## config.mk

```make
export PLATFORM = sky130hd
export DESIGN_NAME = traffic_phase_ctrl
export DESIGN_NICKNAME = d
export VERILOG_FILES = /design/src/rtl/traffic_phase_ctrl.sv
export SDC_FILE = /design/constraint.sdc
export NUM_CORES = 1
export LEC_CHECK = 0
export ABC_AREA = 0
export BUFFER_PORTS_ARGS = -buffer_cell sky130_fd_sc_hd__buf_2
export CORE_ASPECT_RATIO = 1.2
export CORE_MARGIN = 4
export CORE_UTILIZATION = 45
export CTS_CLUSTER_DIAMETER = 150
export DETAILED_ROUTE_END_ITERATION = 7
export PLACE_DENSITY = 0.63
export SETUP_SLACK_MARGIN = 0.1
export SYNTH_ARGS = -nofsm -noshare
export SYNTH_HDL_FRONTEND = slang
export SYNTH_SLANG_ARGS = --single-unit
```

## constraint.sdc

```tcl
create_clock -name clk -period 2.33 [get_ports clk]
set_input_delay 0.466 -clock clk [delete_from_list [all_inputs] [get_ports clk]]
set_output_delay 0.466 -clock clk [all_outputs]
set_load 0.005 [all_outputs]
```

## src/rtl/traffic_phase_ctrl.sv

```systemverilog
`default_nettype none
// ============================================================================
//  Module   : traffic_phase_ctrl
//  Purpose  : N-approach traffic-light phase sequencer. Green, yellow and
//             all-red run round-robin across the approaches. Latched
//             pedestrian requests are served in a WALK phase, and night mode
//             flashes all yellow lamps.
//  Revision : 1.0  initial release
// ============================================================================
module traffic_phase_ctrl #(
  parameter int N_APPROACH   = 2,
  parameter int TICK_DIV     = 1000,
  parameter int CNT_W        = 16,
  parameter int GREEN_TICKS  = 20,
  parameter int YELLOW_TICKS = 4,
  parameter int ALLRED_TICKS = 2,
  parameter int WALK_TICKS   = 10,
  parameter int FLASH_TICKS  = 5
) (
  input  logic                  clk,
  input  logic                  rst,
  input  logic [N_APPROACH-1:0] ped_req,
  input  logic                  night_mode,
  output logic [N_APPROACH-1:0] red,
  output logic [N_APPROACH-1:0] yellow,
  output logic [N_APPROACH-1:0] green,
  output logic [N_APPROACH-1:0] walk,
  output logic [1:0]            phase,
  output logic [2:0]            state
);

  // --------------------------------------------------------------------------
  // Constants
  // --------------------------------------------------------------------------
  localparam logic [2:0] S_ALLRED = 3'd0;
  localparam logic [2:0] S_GREEN  = 3'd1;
  localparam logic [2:0] S_YELLOW = 3'd2;
  localparam logic [2:0] S_WALK   = 3'd3;
  localparam logic [2:0] S_FLASH  = 3'd4;

  // Prescaler only needs to reach TICK_DIV-1.
  localparam int PRE_W = (TICK_DIV > 1) ? $clog2(TICK_DIV) : 1;
  localparam logic [PRE_W-1:0] PRE_LAST = PRE_W'(TICK_DIV - 1);

  // Timer reload values: a state of D ticks counts D-1 down to 0.
  localparam logic [CNT_W-1:0] GREEN_LOAD  = CNT_W'(GREEN_TICKS - 1);
  localparam logic [CNT_W-1:0] YELLOW_LOAD = CNT_W'(YELLOW_TICKS - 1);
  localparam logic [CNT_W-1:0] ALLRED_LOAD = CNT_W'(ALLRED_TICKS - 1);
  localparam logic [CNT_W-1:0] WALK_LOAD   = CNT_W'(WALK_TICKS - 1);
  localparam logic [CNT_W-1:0] FLASH_LOAD  = CNT_W'(FLASH_TICKS - 1);

  localparam logic [N_APPROACH-1:0] ALL_ON  = '1;
  localparam logic [N_APPROACH-1:0] ALL_OFF = '0;
  localparam logic [1:0] LAST_PHASE = 2'(N_APPROACH - 1);

  localparam longint MAX_TIMER = longint'(1) << CNT_W;

  // --------------------------------------------------------------------------
  // Elaboration-time configuration checks
  // --------------------------------------------------------------------------
  if (N_APPROACH < 2 || N_APPROACH > 4) begin : g_bad_approach
    $error("traffic_phase_ctrl: N_APPROACH must be in 2..4");
  end

  if (TICK_DIV < 1) begin : g_bad_tick_div
    $error("traffic_phase_ctrl: TICK_DIV must be >= 1");
  end

  if (GREEN_TICKS < 1 || YELLOW_TICKS < 1 || ALLRED_TICKS < 1 ||
      WALK_TICKS < 1 || FLASH_TICKS < 1) begin : g_bad_duration
    $error("traffic_phase_ctrl: every duration must be >= 1 tick");
  end

  if (longint'(GREEN_TICKS)  > MAX_TIMER || longint'(YELLOW_TICKS) > MAX_TIMER ||
      longint'(ALLRED_TICKS) > MAX_TIMER || longint'(WALK_TICKS)   > MAX_TIMER ||
      longint'(FLASH_TICKS)  > MAX_TIMER) begin : g_bad_cnt_w
    $error("traffic_phase_ctrl: a duration does not fit in CNT_W bits");
  end

  // --------------------------------------------------------------------------
  // Internal state
  // --------------------------------------------------------------------------
  logic [PRE_W-1:0]      prescaler;
  logic [CNT_W-1:0]      timer;
  logic [N_APPROACH-1:0] pending;

  logic                  tick;
  logic                  expire;

  logic [2:0]            state_nxt;
  logic [1:0]            phase_nxt;
  logic [PRE_W-1:0]      prescaler_nxt;
  logic [CNT_W-1:0]      timer_nxt;
  logic [N_APPROACH-1:0] pending_nxt;
  logic [CNT_W-1:0]      load_val;

  logic [N_APPROACH-1:0] red_nxt;
  logic [N_APPROACH-1:0] yellow_nxt;
  logic [N_APPROACH-1:0] green_nxt;
  logic [N_APPROACH-1:0] walk_nxt;
  logic [N_APPROACH-1:0] phase_onehot;

  // A tick is the last clock of a prescaler period; a state (or a flash
  // half-period) ends on the tick where the timer has already reached 0.
  assign tick   = (prescaler == PRE_LAST);
  assign expire = tick && (timer == '0);

  // Register every state element and every lamp output on the same edge.
  always_ff @(posedge clk) begin
    if (rst) begin
      state     <= S_ALLRED;
      phase     <= 2'd0;
      red       <= ALL_ON;
      yellow    <= ALL_OFF;
      green     <= ALL_OFF;
      walk      <= ALL_OFF;
      pending   <= ALL_OFF;
      prescaler <= '0;
      // Reset enters ALLRED, so the timer holds the ALLRED reload value
      // (0 for a one-tick all-red) and the first all-red lasts its full time.
      timer     <= ALLRED_LOAD;
    end else begin
      state     <= state_nxt;
      phase     <= phase_nxt;
      red       <= red_nxt;
      yellow    <= yellow_nxt;
      green     <= green_nxt;
      walk      <= walk_nxt;
      pending   <= pending_nxt;
      prescaler <= prescaler_nxt;
      timer     <= timer_nxt;
    end
  end

  // Next-state, next-phase, timing and pending-request logic.
  always_comb begin
    state_nxt = state;
    phase_nxt = phase;

    if (expire) begin
      case (state)
        S_ALLRED: begin
          // Night mode outranks pedestrians; both are only honoured here.
          if (night_mode) begin
            state_nxt = S_FLASH;
          end else if (pending != ALL_OFF) begin
            state_nxt = S_WALK;
          end else begin
            state_nxt = S_GREEN;
          end
        end
        S_GREEN: begin
          state_nxt = S_YELLOW;
        end
        S_YELLOW: begin
          state_nxt = S_ALLRED;
          phase_nxt = (phase == LAST_PHASE) ? 2'd0 : (phase + 2'd1);
        end
        S_WALK: begin
          state_nxt = S_GREEN;
        end
        S_FLASH: begin
          // While night mode holds, the boundary is just a lamp toggle.
          if (!night_mode) begin
            state_nxt = S_ALLRED;
            phase_nxt = 2'd0;
          end
        end
        default: begin
          state_nxt = S_ALLRED;
          phase_nxt = 2'd0;
        end
      endcase
    end

    case (state_nxt)
      S_GREEN:  load_val = GREEN_LOAD;
      S_YELLOW: load_val = YELLOW_LOAD;
      S_WALK:   load_val = WALK_LOAD;
      S_FLASH:  load_val = FLASH_LOAD;
      default:  load_val = ALLRED_LOAD;
    endcase

    // Clearing the prescaler on every boundary keeps each state exactly
    // D*TICK_DIV clocks long regardless of where the previous one ended.
    if (expire) begin
      prescaler_nxt = '0;
      timer_nxt     = load_val;
    end else if (tick) begin
      prescaler_nxt = '0;
      timer_nxt     = timer - CNT_W'(1);
    end else begin
      prescaler_nxt = prescaler + PRE_W'(1);
      timer_nxt     = timer;
    end

    // Requests are dropped in flash operation. On WALK entry the pending set
    // moves to the walk lamps, and a request seen on that same edge starts
    // the next pending set so it is not lost.
    if (state == S_FLASH || state_nxt == S_FLASH) begin
      pending_nxt = ALL_OFF;
    end else if (state == S_ALLRED && state_nxt == S_WALK) begin
      pending_nxt = ped_req;
    end else begin
      pending_nxt = pending | ped_req;
    end
  end

  // Lamp values for the state being entered (or held) on the next edge.
  always_comb begin
    phase_onehot = N_APPROACH'(1) << phase_nxt;
    red_nxt      = ALL_ON;
    yellow_nxt   = ALL_OFF;
    green_nxt    = ALL_OFF;
    walk_nxt     = ALL_OFF;

    case (state_nxt)
      S_GREEN: begin
        green_nxt = phase_onehot;
        red_nxt   = ~phase_onehot;
      end
      S_YELLOW: begin
        yellow_nxt = phase_onehot;
        red_nxt    = ~phase_onehot;
      end
      S_WALK: begin
        // Walk lamps are captured from pending on entry and then held.
        walk_nxt = (state == S_WALK) ? walk : pending;
      end
      S_FLASH: begin
        red_nxt = ALL_OFF;
        if (state != S_FLASH) begin
          yellow_nxt = ALL_ON;
        end else if (expire) begin
          yellow_nxt = ~yellow;
        end else begin
          yellow_nxt = yellow;
        end
      end
      default: begin
        red_nxt = ALL_ON;
      end
    endcase
  end

endmodule
`default_nettype wire

```

=== Word-level counts from Yosys, hierarchy flattened ===
Index checks and enable logic that the tools add are counted.

* Word-level logic and storage cells: 60
* Latch bits: 0
* Output and inout bits: 13
* Memories kept: 0
* Memory bits (writable): 0
* Bits in registers: 41
* Memory bits (read-only): 0
* Input port bits: 5

* Bitwise operators: 5
* Add/sub/neg operators: 3
* Eq/ne operators: 12
* Reductions and logical operators: 13
* Divide/modulo/power cells: 0
* Magnitude comparators: 0
* Shift-type cells: 1
* Multipliers: 0
* Multiplexer cells: 17

{| class="wikitable"
|+ Operators by type and width
! kind !! number
|-
| two-way mux 16 bit || 2
|-
| case mux 5 bit (4 select lines) || 1
|-
| logical NOT 16 bit || 1
|-
| subtractor 16 x 1 -> 16 bit (second input constant) || 1
|-
| two-way mux 2 bit || 7
|-
| equality test 3 x 2 -> 1 bit (second input constant) || 4
|-
| case mux 3 bit (4 select lines) || 1
|-
| adder 10 x 1 -> 10 bit (second input constant) || 1
|-
| equality test 10 bit (second input constant) || 1
|-
| two-way mux 3 bit || 3
|-
| case mux 2 bit (2 select lines) || 2
|-
| OR reduction 2 bit || 4
|-
| equality test 3 x 1 -> 1 bit (second input constant) || 2
|-
| equality test 3 bit (second input constant) || 2
|-
| case mux 2 bit (3 select lines) || 1
|-
| OR reduction 3 bit || 2
|-
| NOT 2 bit || 2
|-
| nonzero test 2 bit || 2
|-
| logical NOT 3 bit || 1
|-
| != test 3 x 2 -> 1 bit (second input constant) || 1
|-
| != test 3 bit (second input constant) || 1
|-
| adder 2 x 1 -> 2 bit (second input constant) || 1
|-
| equality test 2 x 1 -> 1 bit (second input constant) || 1
|-
| logical AND 1 bit || 2
|-
| 4 further kinds || 5
|}

=== Logic depth before layout (Yosys ltp) ===
Gate-level depths: netlist (run 1).

* Depth in word-level cells: 8
* Mapped depth: 9

=== Worst setup path after synthesis (run 1) ===
OpenSTA, ideal clock, no wires.

* Path type: register to register
* Start: register prescaler[0]
* End: register timer[4]
* Arrival time: 1.737 ns
* Slack: 0.497 ns
* Cell stages (with the launch flop): 8
* Path buffers: 1
* Path through: dfxtp_1 > ha_1 > nand3b_1 > or3_1 > buf_2 > nor4_2 > a211oi_2 > o41ai_2

* Cells in the longest elaborated chain, start to end: 6

{| class="wikitable"
|+ Ends and longest elaborated chain
! what !! RTL line !! text
|-
| from (decl) || 83 || <nowiki>logic [PRE_W-1:0] prescaler;</nowiki>
|-
| from (signal assigned) || 130 || <nowiki>prescaler <= prescaler_nxt;</nowiki>
|-
| equality test 10 bit (*) || 105 || <nowiki>assign tick = (prescaler == PRE_LAST);</nowiki>
|-
| logical AND 1 bit || 106 || <nowiki>assign expire = tick && (timer == '0);</nowiki>
|-
| two-way mux 3 bit || 140 || <nowiki>if (expire) begin</nowiki>
|-
| equality test 3 bit (tied with other cells) || 176 || <nowiki>case (state_nxt)</nowiki>
|-
| case mux 5 bit (4 select lines) || 176 ||
|-
| two-way mux 16 bit || 186 || <nowiki>if (expire) begin</nowiki>
|-
| to (signal assigned) || 131 || <nowiki>timer <= timer_nxt;</nowiki>
|-
| to (decl) || 84 || <nowiki>logic [CNT_W-1:0] timer;</nowiki>
|}

Mark *: on every way between the ends. The rest lies on a longest branch, timed or not.
A chain may end at the register's enable or synchronous reset.

=== Worst setup path in the final report (run 1) ===
* Start: register timer[0]
* End: register timer[1]

* Cells in the longest elaborated chain, start to end: 6

{| class="wikitable"
|+ Ends and longest elaborated chain
! what
|-
| parallel branches: the longest is 6 deep, another holds subtractor 16 x 1 -> 16 bit
|}

Parallel ways; which one is timed is not known. The select of a mux whose other input is x is not followed.

==> impl_metrics.csv, run 1 <==
group,metric,value,unit
run_status,outcome,"finished clean",
global_route,gr-total-overflow,0,
routing,drtAntennaViolNets,0,
power,design_power_total,1.42,mW
worst_setup_path,critical_path_peak_fanout,4,
sta,timing.max_slew.rel_slack,0.660,
routing,routed-via-count,1738,
clock_network,tritoncts,"yes",
worst_setup_path,slowest_stage,"sky130_fd_sc_hd__or3_1",
synthesis,combinational_family_with_the_most_area_after_synthesis,"simple AND/OR/NAND/NOR gates",
synthesis,synth_instances,238,
floorplanning,std_cell_rows,26,
placed_design,globalplace.congestion,0.819,
synthesis,ys_ff_latch,41,
job,max_cap_viol_count,0,
floorplanning,fp.dieArea,5750,um^2
sta,timing_worst_slew_pin_value,509,ps
worst_setup_path,critical-path-max-stage-delay,440,ps
routing,first_pass_iters,4,
synthesis,synth_fp_nets,245,
synthesis,synth_warnings,0,
worst_setup_path,worst_ep_arrival_time,2210,ps
worst_setup_path,timing_worst_setup_path_type,"flop to flop",
global_route,gr-usage-all-layers,0.169,
layout,areaGrowthSynthToFinish,15.7,%
synthesis,post_synth_simple_gate_area,0.301,
synthesis,number_of_unique_standard_cell_types_used_by_synthesis,55,
global_route,antenna_found_initial,0,
sta,grt_setup_unrepaired,"false",
synthesis,syn_area,2070,um^2
routing,drt-wirelength-per-cell,13.8,um
clock_network,hold_buffers,0,
clock_network,insertion_delay,290,ps
layout,insertedDiodeCount,0,
floorplanning,io-pin-count,18,
routing,routed_wirelength,4.42,mm
routing,avgViaCountPerCell,5.45,
floorplanning,floorplan.initialDensity,0.474,
sta,finalSetupViolCount,0,
sta,fmax,0.493,GHz
synthesis,synth_top_cell_by_area,"sky130_fd_sc_hd__dfxtp_1",
synthesis,yosys.area_share.xor_xnor,0.0763,
synthesis,avg_cell_area_syn,8.68,um^2
worst_hold_path,whs_path_depth,3,
synthesis,ranking_of_synthesized_cells_by_area,"sky130_fd_sc_hd__dfxtp_1, sky130_fd_sc_hd__nor2_1, sky130_fd_sc_hd__xor2_1",
synthesis,synth_fa_ha_area_frac,0.0121,
floorplanning,die_h,82.2,um
synthesis,yosys.area.top_type_share,0.397,
power,ir_drop,0.351,mV
sta,report.final.hold_viol_count,0,
sta,layout_worst_path_cycle_share,0.870,
layout,design.final.nets,269,
clock_network,cts_inserted_buffers,5,
global_route,first_global_vias,1676,
placed_design,io_buffer_count,17,
layout,finish.cell_count_without_fillers,319,
routing,post-route-drc-count,0,
clock_network,cts.path.max_buffers,2,
sta,slew_viol_final,0,
worst_setup_path,worst_r2r_path_depth,7,
global_route,grt_max_degree,18,
power,power-per-cell-area,593,nW/um^2
placed_design,detailed_place_hpwl,3.21,mm
worst_setup_path,setup.worst_path.end_class,"flop",
sta,clock-skew-final,5.55,ps
clock_network,cts_h_tree_depth,2,
floorplanning,die-width,69.9,um
worst_setup_path,critical_path.cell_chain,"inv_1 > ha_1 > nor4b_4 > and4_1 > a21oi_1 > or3_1 > a31o_1",
synthesis,synth_compound_area_frac,0.155,
floorplanning,core_region_area,4360,um^2
synthesis,async_flop_share,0,
synthesis,synth_sequential_area_ratio,0.397,
sta,setup-tns-final,0,ps
power,power.leakage,0.936,nW
worst_hold_path,min_path_type,"input port to flop",
synthesis,synth_mux_area_frac,0.0145,
global_route,grt_pass1_wl,7.82,mm
layout,drive_above_1_share,0.186,
clock_network,root_buffer,"sky130_fd_sc_hd__clkbuf_8",
synthesis,ys.flop_type,"sky130_fd_sc_hd__dfxtp_1",
worst_setup_path,critPathLaunchType,"flop",
worst_setup_path,cp_data_required_time,2520,ps
sta,fin_worst_hold_slack,400,ps
clock_network,worst_setup_hold_path_clk_slew,80,ps
placed_design,numPlacedInstances,309,
sta,min_period,2030,ps
synthesis,synth_enable_flop_cells,0,
routing,first_iter_violations,79,
clock_network,number_of_sinks_on_the_clock_net,41,
[power breakdown]
group	internal, mW	switching (mW)
combinational	0.0138	0.0243
sequential	0.707	0.00583
clock	0.425	0.242
total	1.15	0.273
[per-layer routing]
metal  vias up  share of wire  wire [um]  track usage
met5         -              0          0            0
li1        895              -          -            -
met2        21           0.50       2200        0.306
met3         6          0.027        120       0.0400
met1       816           0.46       2030        0.193
met4         0          0.016         70       0.0651
[per-stage QoR]
step,cell area (um^2),worst slack (ps),util
after CTS,2360,181,0.542
after detailed placement,2230,210,0.511
final,2390,303,0.549
after global routing,2390,127,0.549
after global placement,2230,266,0.511
after floorplan,2070,497,-
[worst paths after layout]
path                 from  slack, ps           end
max              timer[0]        300      timer[1]
min            ped_req[1]        400    pending[1]
max reg2reg      timer[0]        300      timer[1]
min reg2reg  prescaler[0]        470  prescaler[0]
[sequential cells by signal, summed over array words and instances (netlist names)]
signal / cells
pending: 2
timer: 16
red: 2
prescaler: 10
walk: 2
phase: 2
state: 3
green: 2
yellow: 2
[synth_stat cells (3+ instances only)]
library cell               instances
sky130_fd_sc_hd__nor3_1            9
sky130_fd_sc_hd__nor4_1            3
sky130_fd_sc_hd__or3_1             4
sky130_fd_sc_hd__clkbuf_1          3
sky130_fd_sc_hd__mux2i_1           3
sky130_fd_sc_hd__inv_1            10
sky130_fd_sc_hd__buf_2             4
sky130_fd_sc_hd__nand2_1          14
sky130_fd_sc_hd__nand4_1           5
sky130_fd_sc_hd__nand3b_1          4
sky130_fd_sc_hd__and2_1            4
sky130_fd_sc_hd__a21oi_1          11
sky130_fd_sc_hd__dfxtp_1          41
sky130_fd_sc_hd__nand3_1          13
sky130_fd_sc_hd__o21ai_0           9
sky130_fd_sc_hd__a21o_1            5
sky130_fd_sc_hd__xnor2_1           4
sky130_fd_sc_hd__xor2_1           14
sky130_fd_sc_hd__nor2_1           33
[cells by family (layout without fill, tap and decap cells)]
logic type	after synthesis	after routing
simple gates	109	109
compound gates	45	45
flops	41	41
buf+inv	20	45
xor+xnor	18	18
mux	3	3
fa+ha+maj	2	2
[final cells by class]
type                    count  area (um^2)
clock buffers               5         68.8
clock inverters             3         65.1
fillers                   406         1970
inverters                  10         37.5
multi-input cells         177         1170
flip-flops and latches     41          821
well taps                  56         70.1
repair buffers             27          160
[critical path, delay by kind of cell (launching register included)]
| kind | cells | cell delay, ps |
|---|---|---|
| simple gates | 3 | 990 |
| compound gates | 2 | 360 |
| flops | 1 | 340 |
| fa+ha+maj | 1 | 180 |
| buf+inv | 1 | 60 |
[cells in the final DEF, fill, tap and decap left out, types with 2 or more instances in the layout]
master	count
sky130_fd_sc_hd__clkbuf_8	5
sky130_fd_sc_hd__buf_2	17
sky130_fd_sc_hd__and3_1	2
sky130_fd_sc_hd__nand4_1	5
sky130_fd_sc_hd__nor3_1	9
sky130_fd_sc_hd__nor3b_1	2
sky130_fd_sc_hd__a21o_1	5
sky130_fd_sc_hd__nand3b_1	4
sky130_fd_sc_hd__ha_1	2
sky130_fd_sc_hd__o31ai_1	2
sky130_fd_sc_hd__nor2_1	33
sky130_fd_sc_hd__nor4_1	3
sky130_fd_sc_hd__mux2i_1	3
sky130_fd_sc_hd__nand4b_1	2
sky130_fd_sc_hd__inv_1	10
sky130_fd_sc_hd__buf_4	10
sky130_fd_sc_hd__or3_1	3
sky130_fd_sc_hd__nor2b_1	2
sky130_fd_sc_hd__a21oi_1	11
sky130_fd_sc_hd__dfxtp_1	41
sky130_fd_sc_hd__nor4_4	2
sky130_fd_sc_hd__and2_1	4
sky130_fd_sc_hd__bufinv_16	2
sky130_fd_sc_hd__xnor2_1	4
sky130_fd_sc_hd__a21boi_0	2
sky130_fd_sc_hd__o21ai_0	9
sky130_fd_sc_hd__nand2_1	14
sky130_fd_sc_hd__nand3_1	13
sky130_fd_sc_hd__xor2_1	14
sky130_fd_sc_hd__a31oi_1	2
[what timing repair did]
action,CTS,global route
gates resized for setup,0,2
buffers inserted,0,2
endpoints found under the setup margin,0,18
(Power assumes the default switching activity.)
==> run 2: changes to the inputs <==
CORE_UTILIZATION = 37   (was 45)
PLACE_DENSITY = 0.54   (was 0.63)
==> impl_metrics.csv, run 2 (same netlist as run 1, synthesis figures left out) <==
group,metric,value,unit
run_status,outcome,"finished clean",
routing,first_pass_iters,4,
clock_network,worst_setup_hold_path_clk_slew,80,ps
clock_network,tritoncts,"yes",
worst_setup_path,endpoint_of_the_worst_slack_reg_to_reg_timing_path,"timer[1]",
global_route,first_global_vias,1707,
layout,top_regs,"timer: 16 flops, prescaler: 10 flops, state: 3 flops",
placed_design,preCtsSetupSlack,160,ps
worst_setup_path,critical_path.cell_chain,"inv_1 > ha_1 > nor4b_2 > and4_2 > a21oi_1 > or3_1 > a31o_1",
worst_setup_path,worstSetupPathDepth,7,
layout,insertedDiodeCount,0,
layout,postLayoutCellArea,2370,um^2
floorplanning,std_cell_rows,29,
worst_setup_path,critPathLaunchType,"flop",
floorplanning,die-width,76.2,um
global_route,grt_max_degree,18,
layout,largest_reg_flops,16,
worst_setup_path,worst_r2r_path_depth,7,
worst_hold_path,whs_endpoint,"pending[1]",
layout,layout_common_cells,"sky130_fd_sc_hd__dfxtp_1, sky130_fd_sc_hd__nor2_1, sky130_fd_sc_hd__buf_2",
floorplanning,die_h,89.9,um
floorplanning,io-pin-count,18,
layout,areaGrowthSynthToFinish,14.8,%
routing,routed-via-count,1711,
layout,registers.top_by_ff_count,"timer",
worst_hold_path,min_path_type,"input port to flop",
floorplanning,core_region_area,5370,um^2
worst_setup_path,setup.reg_to_reg.worst_slack,240,ps
routing,first_iter_violations,40,
global_route,grt_util_met2,0.249,
layout,drive_above_1_share,0.186,
placed_design,detailed_place_hpwl,3.27,mm
worst_setup_path,critical-path-max-stage-delay,440,ps
worst_setup_path,setup.worst_path.end_class,"flop",
routing,drt-wirelength-per-cell,13.8,um
sta,timing.max_slew.rel_slack,0.739,
clock_network,insertion_delay,290,ps
sta,layout_worst_path_cycle_share,0.895,
global_route,grt_pass1_wl,7.80,mm
job,max_cap_viol_count,0,
worst_setup_path,slowest_stage,"sky130_fd_sc_hd__or3_1",
clock_network,number_of_sinks_on_the_clock_net,41,
global_route,met3_use_gr,0.0330,
global_route,grt.busiest_layer,"met2",
routing,drtAntennaViolNets,0,
sta,grt_setup_unrepaired,"false",
worst_setup_path,timing_worst_setup_path_type,"flop to flop",
clock_network,cts_h_tree_depth,2,
layout,design.final.nets,269,
power,design_power_total,1.34,mW
worst_setup_path,cpLargestDelayFamily,"simple AND/OR/NAND/NOR gates",
clock_network,cts_inserted_buffers,5,
worst_setup_path,cp_data_required_time,2520,ps
global_route,gr-total-overflow,0,
sta,clock-skew-final,5.99,ps
sta,report.final.hold_viol_count,0,
clock_network,cts.path.max_buffers,2,
global_route,gr-usage-all-layers,0.139,
global_route,grt_util_met1,0.158,
floorplanning,floorplan.initialDensity,0.385,
placed_design,post_dp_cell_area,2240,um^2
sta,fin_worst_hold_slack,396,ps
sta,finalSetupViolCount,0,
worst_setup_path,worst_ep_arrival_time,2270,ps
floorplanning,fp.dieArea,6850,um^2
sta,post-route-worst-setup-slack,244,ps
routing,post-route-drc-count,0,
sta,fmax,0.479,GHz
power,ir_drop,0.251,mV
worst_hold_path,whs_path_depth,3,
worst_setup_path,r2r-start,"timer[0]",
global_route,antenna_found_initial,0,
sta,timing_worst_slew_pin_value,391,ps
power,power-per-cell-area,565,nW/um^2
sta,min_period,2090,ps
worst_hold_path,start_point_of_the_worst_hold_path,"ped_req[1]",
sta,slew_viol_final,0,
layout,most_common_library_cell_in_the_layout_ignoring_fill_and_taps,"sky130_fd_sc_hd__dfxtp_1",
clock_network,root_buffer,"sky130_fd_sc_hd__clkbuf_8",
worst_setup_path,critical_path_peak_fanout,5,
placed_design,globalplace.congestion,0.789,
routing,routed_wirelength,4.48,mm
placed_design,io_buffer_count,17,
clock_network,hold_buffers,0,
worst_setup_path,cp_num_buf_inv,1,
power,power.leakage,0.928,nW
routing,avgViaCountPerCell,5.26,
sta,setup-tns-final,0,ps
[run 2: power breakdown]
part           internal, mW  switching, mW  total, mW
registers             0.707        0.00597      0.713
clock network         0.349          0.241      0.590
logic                0.0138         0.0239     0.0376
total                  1.07          0.270       1.34
[run 2: worst max-delay path by stage]
stage	slack, ps	to	start
final	240	timer[1]	timer[0]
after global routing	90	timer[1]	timer[0]
after CTS	150	timer[4]	prescaler[0]
after detailed placement	160	timer[4]	prescaler[0]
after global placement	200	timer[4]	prescaler[0]
after floorplan	500	timer[4]	prescaler[0]
[run 2: worst reg2reg max path, cell delays in order, from the launching register on]
cell                      delay (ps)
sky130_fd_sc_hd__dfxtp_1         330
sky130_fd_sc_hd__inv_1            60
sky130_fd_sc_hd__ha_1            180
sky130_fd_sc_hd__nor4b_2         290
sky130_fd_sc_hd__and4_2          330
sky130_fd_sc_hd__a21oi_1         110
sky130_fd_sc_hd__or3_1           440
sky130_fd_sc_hd__a31o_1          230
[run 2: final cells by class]
class | instances | area (um^2)
sequential | 41 | 821
multi-input combinational | 177 | 1160
inverter | 10 | 37.5
timing repair buffer | 27 | 160
tap | 62 | 77.6
fill | 557 | 3000
clock inverter | 1 | 30.0
clock buffer | 7 | 86.3
[run 2: layer usage]
| metal | up-vias | wire length [um] |
|---|---|---|
| li1 | 891 | - |
| met1 | 787 | 2090 |
| met2 | 27 | 2200 |
| met3 | 6 | 119 |
| met4 | 0 | 72 |
| met5 | - | 0 |
[run 2: metrics by stage]
| step | cells | utilization |
|---|---|---|
| final | 325 | 0.442 |
| after global routing | 325 | 0.442 |
| after CTS | 324 | 0.439 |
| after global placement | 316 | 0.418 |
| after floorplan | 238 | - |
| after detailed placement | 316 | 0.418 |
[run 2: what timing repair did]
action	4_1_cts	5_1_grt
setup endpoints to repair	0	10
gates resized for setup	0	2
setup buffers	0	1
==> run 3: changes to the inputs <==
PLACE_DENSITY = 0.56   (was 0.54)
clock period = 1.7 ns   (was 2.33 ns; I/O delays follow)
==> impl_metrics.csv, run 3 (same netlist as run 1, synthesis figures left out) <==
group,metric,value,unit
run_status,outcome,"finished with violations",
run_status,failed_checks,"setup timing",
worst_hold_path,start_point_of_the_worst_hold_path,"ped_req[1]",
global_route,grt_max_degree,13,
layout,drive_above_1_share,0.485,
sta,fin_worst_hold_slack,273,ps
floorplanning,die_h,89.9,um
clock_network,hold_buffers,0,
worst_hold_path,whs_endpoint,"pending[1]",
worst_setup_path,setup.reg_to_reg.worst_slack,-170,ps
power,ir_drop,0.385,mV
worst_setup_path,slowest_stage,"sky130_fd_sc_hd__or4_4",
clock_network,cts_inserted_buffers,5,
layout,design.final.nets,342,
sta,post-route-worst-setup-slack,-174,ps
worst_setup_path,critical_path.cell_chain,"buf_6 > or4_4 > nor3_4 > nand3_2 > or3_1 > a21oi_1",
routing,routed_wirelength,5.37,mm
sta,timing_worst_slew_pin_value,390,ps
sta,timing.max_slew.rel_slack,0.738,
worst_setup_path,setup.worst_path.end_class,"flop",
worst_setup_path,cp_data_required_time,1930,ps
routing,first_iter_violations,37,
routing,avgViaCountPerCell,5.09,
sta,finalSetupViolCount,18,
routing,routed-via-count,2026,
routing,drt-wirelength-per-cell,13.5,um
placed_design,io_buffer_count,17,
layout,registers.top_by_ff_count,"timer",
global_route,gr-total-overflow,0,
sta,grt_setup_unrepaired,"true",
power,power.leakage,1.36,nW
sta,min_period,1870,ps
floorplanning,floorplan.initialDensity,0.385,
routing,post-route-drc-count,0,
clock_network,root_buffer,"sky130_fd_sc_hd__clkbuf_8",
global_route,grt.busiest_layer,"met2",
worst_setup_path,worst_r2r_path_depth,6,
sta,fmax,0.534,GHz
global_route,grt_util_met2,0.288,
placed_design,post_dp_cell_area,2750,um^2
layout,areaGrowthSynthToFinish,56.6,%
global_route,met3_use_gr,0.0300,
power,power-per-cell-area,523,nW/um^2
clock_network,number_of_sinks_on_the_clock_net,41,
worst_setup_path,endpoint_of_the_worst_slack_reg_to_reg_timing_path,"timer[11]",
global_route,grt_util_met1,0.198,
global_route,antenna_found_initial,0,
worst_setup_path,critPathLaunchType,"flop",
clock_network,worst_setup_hold_path_clk_slew,80,ps
sta,slew_viol_final,0,
clock_network,cts.path.max_buffers,2,
placed_design,detailed_place_hpwl,3.77,mm
layout,largest_reg_flops,16,
floorplanning,std_cell_rows,29,
clock_network,cts_h_tree_depth,2,
sta,report.final.hold_viol_count,0,
clock_network,insertion_delay,290,ps
placed_design,globalplace.congestion,0.783,
floorplanning,fp.dieArea,6850,um^2
worst_setup_path,timing_worst_setup_path_type,"flop to flop",
layout,postLayoutCellArea,3240,um^2
worst_hold_path,whs_path_depth,3,
worst_hold_path,min_path_type,"input port to flop",
layout,insertedDiodeCount,0,
layout,most_common_library_cell_in_the_layout_ignoring_fill_and_taps,"sky130_fd_sc_hd__buf_4",
routing,first_pass_iters,4,
worst_setup_path,critical-path-max-stage-delay,550,ps
global_route,gr-usage-all-layers,0.162,
layout,finish.cell_count_without_fillers,398,
worst_setup_path,worst_ep_arrival_time,2100,ps
floorplanning,io-pin-count,18,
sta,layout_worst_path_cycle_share,1.10,
clock_network,tritoncts,"yes",
floorplanning,die-width,76.2,um
job,max_cap_viol_count,0,
layout,layout.core_utilization,0.603,
routing,drtAntennaViolNets,0,
worst_setup_path,r2r-start,"timer[4]",
placed_design,numPlacedInstances,373,
layout,layout_common_cells,"sky130_fd_sc_hd__buf_4, sky130_fd_sc_hd__dfxtp_1, sky130_fd_sc_hd__nor2_1",
layout,top_regs,"timer: 16 flops, prescaler: 10 flops, state: 3 flops",
worst_setup_path,critical_path_peak_fanout,3,
global_route,grt_pass1_wl,9.25,mm
sta,clock-skew-final,2.41,ps
global_route,first_global_vias,2007,
floorplanning,core_region_area,5370,um^2
run 3: area by class of cell:
cell class / count / area [um^2]
clock inverter: 2 / 10.0
tap: 62 / 77.6
inverter: 10 / 37.5
timing repair buffer: 100 / 792
multi-input combinational: 177 / 1420
fill: 490 / 2130
sequential: 41 / 832
clock buffer: 6 / 72.6
run 3: how the worst max path moves through the flow:
stage	from	cells past startpoint	slack [ps]	end
2_1_floorplan	prescaler[1]	8	-70	timer[4]
3_3_place_gp	prescaler[1]	7	-130	timer[4]
3_5_place_dp	prescaler[1]	7	-160	timer[4]
4_1_cts	prescaler[1]	7	-120	timer[1]
5_1_grt	prescaler[1]	7	-270	timer[4]
6_report	timer[4]	6	-170	timer[11]
run 3: worst max-delay path, delay by kind of cell, from the launching register on:
| kind | cells | cell delay, ps |
|---|---|---|
| AO/OA/AOI/OAI | 1 | 140 |
| buffers and inverters | 1 | 110 |
| flip-flops | 1 | 370 |
| AND/OR/NAND/NOR | 4 | 1200 |
run 3: power breakdown:
group	internal, mW	total, mW	switching (mW)
sequential	0.968	0.976	0.00775
clock	0.285	0.626	0.341
combinational	0.0443	0.0920	0.0478
run 3: what timing repair did:
item	CTS	global route
setup buffers	8	8
gates cloned	1	1
setup endpoints to repair	40	41
resized for setup	30	42
pin swaps	11	27
run 3: layer usage:
metal | vias to the layer above | share of wire | wire (um)
met1 | 955 | 0.44 | 2370
met4 | 0 | 0.018 | 96
met2 | 28 | 0.51 | 2750
li1 | 1036 | - | -
met5 | - | 0 | 0
met3 | 7 | 0.029 | 154
run 3: through the flow:
step           setup slack (ps)  power [mW]  setup TNS, ps
6_report                   -174        1.69          -1690
3_3_place_gp               -128        1.08          -1140
5_1_grt                    -266        1.78          -3860
2_1_floorplan             -72.5        1.04           -506
4_1_cts                    -123        1.71           -998
3_5_place_dp               -164        1.08          -1730
